### config.mk
export PLATFORM = sky130hd
export DESIGN_NAME = ram_bist
export DESIGN_NICKNAME = d
export VERILOG_FILES = /design/src/rtl/ram_bist.sv
export SDC_FILE = /design/constraint.sdc
export NUM_CORES = 1
export LEC_CHECK = 0
export CORE_ASPECT_RATIO = 0.6
export CORE_UTILIZATION = 30
export DETAILED_ROUTE_END_ITERATION = 8
export PLACE_DENSITY = 0.55
export SLEW_MARGIN = 0
export SYNTH_ARGS = -nofsm -noshare
export SYNTH_HDL_FRONTEND = slang
export SYNTH_SLANG_ARGS = --single-unit
### constraint.sdc
create_clock -name clk -period 2.75 [get_ports clk]
set_input_delay 0.55 -clock clk [delete_from_list [all_inputs] [get_ports clk]]
set_output_delay 0.55 -clock clk [all_outputs]
set_load 0.02 [all_outputs]
### src/rtl/ram_bist.sv
`default_nettype none
// +----------------------------------------------------------------------------+
// | Module      : ram_bist                                                     |
// | Description : March-style RAM self-test: write pattern, read back, count   |
// |               mismatches. Define RAM_BIST_INV_PASS_EN to add a second      |
// |               pass with the inverted pattern.                              |
// | Revision    : 1.0 - initial release                                        |
// +----------------------------------------------------------------------------+
module ram_bist #(
    parameter int ADDR_W = 5,
    parameter int DATA_W = 8
) (
    input  logic              clk,
    input  logic              rst,
    input  logic              start,
    output logic [ADDR_W-1:0] mem_addr,
    output logic [DATA_W-1:0] mem_din,
    output logic              mem_wrt,
    output logic              mem_rd,
    input  logic [DATA_W-1:0] mem_dout,
    output logic              busy,
    output logic              done,
    output logic              pass,
    output logic [ADDR_W-1:0] fail_addr,
    output logic [6:0]        err_cnt
);

    localparam logic [2:0] c_IDLE      = 3'd0;
    localparam logic [2:0] c_WRITE     = 3'd1;
    localparam logic [2:0] c_READ      = 3'd2;
    localparam logic [2:0] c_FLUSH     = 3'd3;
    localparam logic [2:0] c_DONE      = 3'd4;
`ifdef RAM_BIST_INV_PASS_EN
    localparam logic [2:0] c_WRITE_INV = 3'd5;
    localparam logic [2:0] c_READ_INV  = 3'd6;
`endif

    localparam logic [DATA_W-1:0] c_SEED      = DATA_W'(8'hA5);
    localparam logic [ADDR_W-1:0] c_LAST_ADDR = {ADDR_W{1'b1}};
    localparam logic [ADDR_W-1:0] c_ZERO_ADDR = {ADDR_W{1'b0}};
    localparam logic [6:0]        c_ERR_MAX   = 7'd127;

    function automatic logic [DATA_W-1:0] f_pat(input logic [ADDR_W-1:0] a);
        return c_SEED ^ DATA_W'(a);
    endfunction

    logic [2:0]        r_state;
    logic              r_cmp_vld;
    logic [ADDR_W-1:0] r_cmp_addr;
`ifdef RAM_BIST_INV_PASS_EN
    logic              r_cmp_inv;
    logic              r_inv;
`endif

    logic [DATA_W-1:0] w_exp;
    logic              w_mismatch;
    logic [6:0]        w_err_next;
    logic              w_last;
    logic [ADDR_W-1:0] w_addr_inc;

    // Read data arrives one cycle after the read strobe, so the compare uses the
    // address captured on the previous edge.
`ifdef RAM_BIST_INV_PASS_EN
    assign w_exp = r_cmp_inv ? ~f_pat(r_cmp_addr) : f_pat(r_cmp_addr);
`else
    assign w_exp = f_pat(r_cmp_addr);
`endif
    assign w_mismatch = r_cmp_vld && (mem_dout != w_exp);
    assign w_err_next = (w_mismatch && (err_cnt != c_ERR_MAX)) ? err_cnt + 7'd1 : err_cnt;
    assign w_last     = (mem_addr == c_LAST_ADDR);
    assign w_addr_inc = mem_addr + 1'b1;

    always_ff @(posedge clk or posedge rst) begin
        if (rst) begin
            r_state    <= c_IDLE;
            r_cmp_vld  <= 1'b0;
            r_cmp_addr <= '0;
`ifdef RAM_BIST_INV_PASS_EN
            r_cmp_inv  <= 1'b0;
            r_inv      <= 1'b0;
`endif
            mem_addr   <= '0;
            mem_din    <= '0;
            mem_wrt    <= 1'b0;
            mem_rd     <= 1'b0;
            busy       <= 1'b0;
            done       <= 1'b0;
            pass       <= 1'b0;
            fail_addr  <= '0;
            err_cnt    <= '0;
        end else begin
            r_cmp_vld <= 1'b0;
            err_cnt   <= w_err_next;
            // fail_addr latches only while the count is still zero
            if (w_mismatch && (err_cnt == 7'd0)) begin
                fail_addr <= r_cmp_addr;
            end

            case (r_state)
                c_IDLE, c_DONE: begin
                    if (start) begin
                        r_state   <= c_WRITE;
                        mem_addr  <= c_ZERO_ADDR;
                        mem_din   <= f_pat(c_ZERO_ADDR);
                        mem_wrt   <= 1'b1;
                        mem_rd    <= 1'b0;
                        busy      <= 1'b1;
                        done      <= 1'b0;
                        pass      <= 1'b0;
                        err_cnt   <= '0;
                        fail_addr <= '0;
`ifdef RAM_BIST_INV_PASS_EN
                        r_inv     <= 1'b0;
`endif
                    end
                end

                c_WRITE: begin
                    if (w_last) begin
                        r_state  <= c_READ;
                        mem_addr <= c_ZERO_ADDR;
                        mem_din  <= '0;
                        mem_wrt  <= 1'b0;
                        mem_rd   <= 1'b1;
                    end else begin
                        mem_addr <= w_addr_inc;
                        mem_din  <= f_pat(w_addr_inc);
                    end
                end

                c_READ: begin
                    r_cmp_vld  <= 1'b1;
                    r_cmp_addr <= mem_addr;
`ifdef RAM_BIST_INV_PASS_EN
                    r_cmp_inv  <= 1'b0;
`endif
                    if (w_last) begin
                        r_state <= c_FLUSH;
                        mem_rd  <= 1'b0;
                    end else begin
                        mem_addr <= w_addr_inc;
                    end
                end

`ifdef RAM_BIST_INV_PASS_EN
                c_WRITE_INV: begin
                    if (w_last) begin
                        r_state  <= c_READ_INV;
                        mem_addr <= c_ZERO_ADDR;
                        mem_din  <= '0;
                        mem_wrt  <= 1'b0;
                        mem_rd   <= 1'b1;
                    end else begin
                        mem_addr <= w_addr_inc;
                        mem_din  <= ~f_pat(w_addr_inc);
                    end
                end

                c_READ_INV: begin
                    r_cmp_vld  <= 1'b1;
                    r_cmp_addr <= mem_addr;
                    r_cmp_inv  <= 1'b1;
                    if (w_last) begin
                        r_state <= c_FLUSH;
                        mem_rd  <= 1'b0;
                    end else begin
                        mem_addr <= w_addr_inc;
                    end
                end
`endif

                c_FLUSH: begin
`ifdef RAM_BIST_INV_PASS_EN
                    if (!r_inv) begin
                        r_state  <= c_WRITE_INV;
                        r_inv    <= 1'b1;
                        mem_addr <= c_ZERO_ADDR;
                        mem_din  <= ~f_pat(c_ZERO_ADDR);
                        mem_wrt  <= 1'b1;
                    end else begin
`else
                    begin
`endif
                        r_state <= c_DONE;
                        busy    <= 1'b0;
                        done    <= 1'b1;
                        pass    <= (w_err_next == 7'd0);
                    end
                end

                default: begin
                    r_state <= c_IDLE;
                    mem_wrt <= 1'b0;
                    mem_rd  <= 1'b0;
                    mem_din <= '0;
                    busy    <= 1'b0;
                end
            endcase
        end
    end

endmodule
`default_nettype wire

==> impl_results.md <==
- Number of enable flip-flop cells after synthesis: 0
- DP HPWL: 3.693 mm
- Comb power frac: 35.2%
- Required time worst endpoint: 2940 ps
- Max Buffers Root-to-Sink: 2
- PortBufs: 39
- Mean Syn Cell Area: 9.556 um^2
- CTS tree: done
- VDD IR max: 0.4598 mV
- Final setup violation count: 0
- Core Area: 6359 um^2
- Layout area overhead: 30.15%
- Drt via density: 5.125
- Ys async rst share: 100.0%
- Slew margin rel.: 39.08%
- Worst setup SP type: input port
- RSZ-0062 raised after global routing: false
- Top post-synthesis cells by count: dfrtp_1, nand2_1, o21ai_0, a21oi_1
- # fillers: 627
- Num ports: 41
- # hold bufs at CTS: 0
- Gp weighted congestion: 0.8071
- Row count: 22
- P_sw: 0.0007816 W
- Leakage: 1.095 nW
- Slew Limit Fails: 0
- Crit path kind: in2reg
- Crit path capture: pass
- Setup Fix Bufs, Post-CTS: 0
- Most frequent cell after synthesis: dfrtp_1
- Vias in the first global route: 1,619
- GRT Overall Usage: 15.13%
- Share of post-route cells with drive strength above 1: 11.16%
- Hold Violations, Final: 0
- Reg2reg end: mem_addr[2]
- Diodes inserted: 0
- Fin crit period: 2418 ps
- WP data arrival: 2600 ps
- Reg2reg path depth: 8
- Synthesized Nets: 230
- Setup TNS: 0 ps
- Routed vias: 1,717
- First-pass GRT wire length: 8.335 mm
- Routed wire length: 4.903 mm
- Antenna-violating nets left: 0
- DRT iter0 DRCs: 101
- Mapped cell area: 2054 um^2
- Total gr overflow: 0
- Most common flop cell mapped by yosys: dfrtp_1
- Synth top area share: 45.07%
- FF+latch count, synth: 37
- PostCTS Resize Cnt: 0
- CP endpoint kind: flip-flop
- Initial antenna violation count: 0
- Largest cells by area after synthesis: dfrtp_1, o21ai_0, nand2_1
- Die X: 108.8 um
- Power density over cell area: 854.4 nW/um^2
- Die Y: 66.10 um
- Ys Warns: 0
- Drt wl/cell: 14.64 um
- CP Launch Point: mem_dout[3]
- Flop-to-flop setup slack: 450 ps
- Sink Count: 37
- Reg clk slew, reported paths: 60 ps
- Sequential power share: 35.1%
- Clock share of power: 29.7%
- Dominant cell type by area after synthesis: dfrtp_1
- Worst Hold Class: reg2reg
- Initial Util: 32.31%
- Max-cap viol count: 0
- Root Driver: clkbuf_16
- Switch share: 34.21%
- Outcome: finished clean
- Final #Nets: 265
- H-tree levels: 2
- Layout Skew: 3.350 ps
- Post-Synthesis Cells: 215
- Largest net degree at the start of global routing: 38
- Final period util: 87.92%
- Drt pass-1 iters: 4
- Register area share after synthesis: 45.07%
- Hold Slack: 465.8 ps
- DR DRC count: 0
- Reg-to-Reg Start: mem_addr[0]
- Clk_lat worst skew: 280 ps
- Fmax: 413.6 MHz
- CTS buffer count: 5
- Yosys cell types: 51
- Die area: 7194 um^2
- Total internal power: 0.001503 W
- CP Max Fanout: 12
- Transition time of the tightest slew-check pin: 910.4 ps
[power by group through the flow]
| stage | registers, W | clock network, W | logic, W |
|---|---|---|---|
| 2_1_floorplan | 0.000898 | 0 | 0.000377 |
| 3_3_place_gp | 0.000813 | 0 | 0.000804 |
| 3_5_place_dp | 0.000814 | 0 | 0.000807 |
| 4_1_cts | 0.000806 | 0.000694 | 0.000810 |
| 5_1_grt | 0.000827 | 0.000717 | 0.000885 |
| 6_report | 0.000803 | 0.000678 | 0.000804 |
[critical path, cell delays in order]
cell and delay [ps]:
clkdlybuf4s50_1 410, xor2_1 180, nor2_1 720, a211oi_2 250, mux2i_1 200, a221oi_2 280
[kinds of logic (layout without fill, tap and decap cells)]
kind of cell / Yosys count / count (layout) / synth area share [%]
DFF: 37 / 37 / 45.07
AOI/OAI and AO/OA: 60 / 60 / 20.16
muxes: 9 / 9 / 4.811
xor gates and xnor gates: 11 / 11 / 4.689
adders and majority gates: 4 / 4 / 2.436
and+or+nand+nor: 68 / 68 / 16.99
buffers and inverters: 25 / 61 / 5.664
other: 1 / 1 / 0.1825
[cell type report]
| class | count | area [um^2] | share of cell area (%) |
|---|---|---|---|
| Sequential cell | 37 | 925.9 | 34.63 |
| Timing Repair Buffer | 42 | 412.9 | 15.44 |
| Tap cell | 84 | 105.1 | 3.931 |
| Clock inverter | 2 | 37.54 | 1.404 |
| Clock buffer | 6 | 138.9 | 5.194 |
| Inverter | 11 | 41.29 | 1.544 |
| Multi-Input combinational cell | 153 | 1012 | 37.86 |
[worst min-delay path by stage]
stage | start | endpoint | slack, ps | depth (start not counted)
floorplan | r_cmp_addr[1] | r_cmp_addr[1] | 520 | 1
global placement | mem_din[0] | mem_din[0] | 460 | 2
global route | mem_din[0] | mem_din[0] | 510 | 2
detailed placement | mem_din[0] | mem_din[0] | 460 | 2
CTS | mem_din[0] | mem_din[0] | 470 | 2
finish | mem_din[0] | mem_din[0] | 470 | 2
[state kept, by name, summed over array words and instances, names as in the netlist]
signal / flops
mem_addr: 5
err_cnt: 7
mem_wrt: 1
mem_rd: 1
done: 1
fail_addr: 5
r_cmp_vld: 1
r_state: 3
busy: 1
r_cmp_addr: 5
mem_din: 6
pass: 1
[layer usage]
layer	routed length [um]	GRT usage, %	vias up
met4	27	3.547	0
met3	248	4.335	4
met1	2688	23.34	834
li1	-	-	834
met2	1939	20.09	45
met5	0	0	-
[metrics by stage]
stage	total power, W	cell area (um^2)	util (%)	setup slack (ps)	instances
4_1_cts	0.002310	2674	42.05	363.7	335
2_1_floorplan	0.001275	2054	-	539.0	215
3_5_place_dp	0.001621	2497	39.28	54.34	327
3_3_place_gp	0.001617	2497	39.28	151.7	327
6_report	0.002284	2674	42.05	332.2	335
5_1_grt	0.002430	2674	42.05	202.9	335
[layout by cell type (no fill, tap or decap), types with 4 or more instances in the layout]
cell type	instances
inv_1	11
xor2_1	4
mux2_2	7
clkdlybuf4s50_1	39
nor2_1	11
nand3_1	10
a21oi_1	14
ha_1	4
o21ai_0	21
nand2_1	24
xnor2_1	7
clkbuf_16	5
dfrtp_1	37
(Power assumes the default switching activity.)
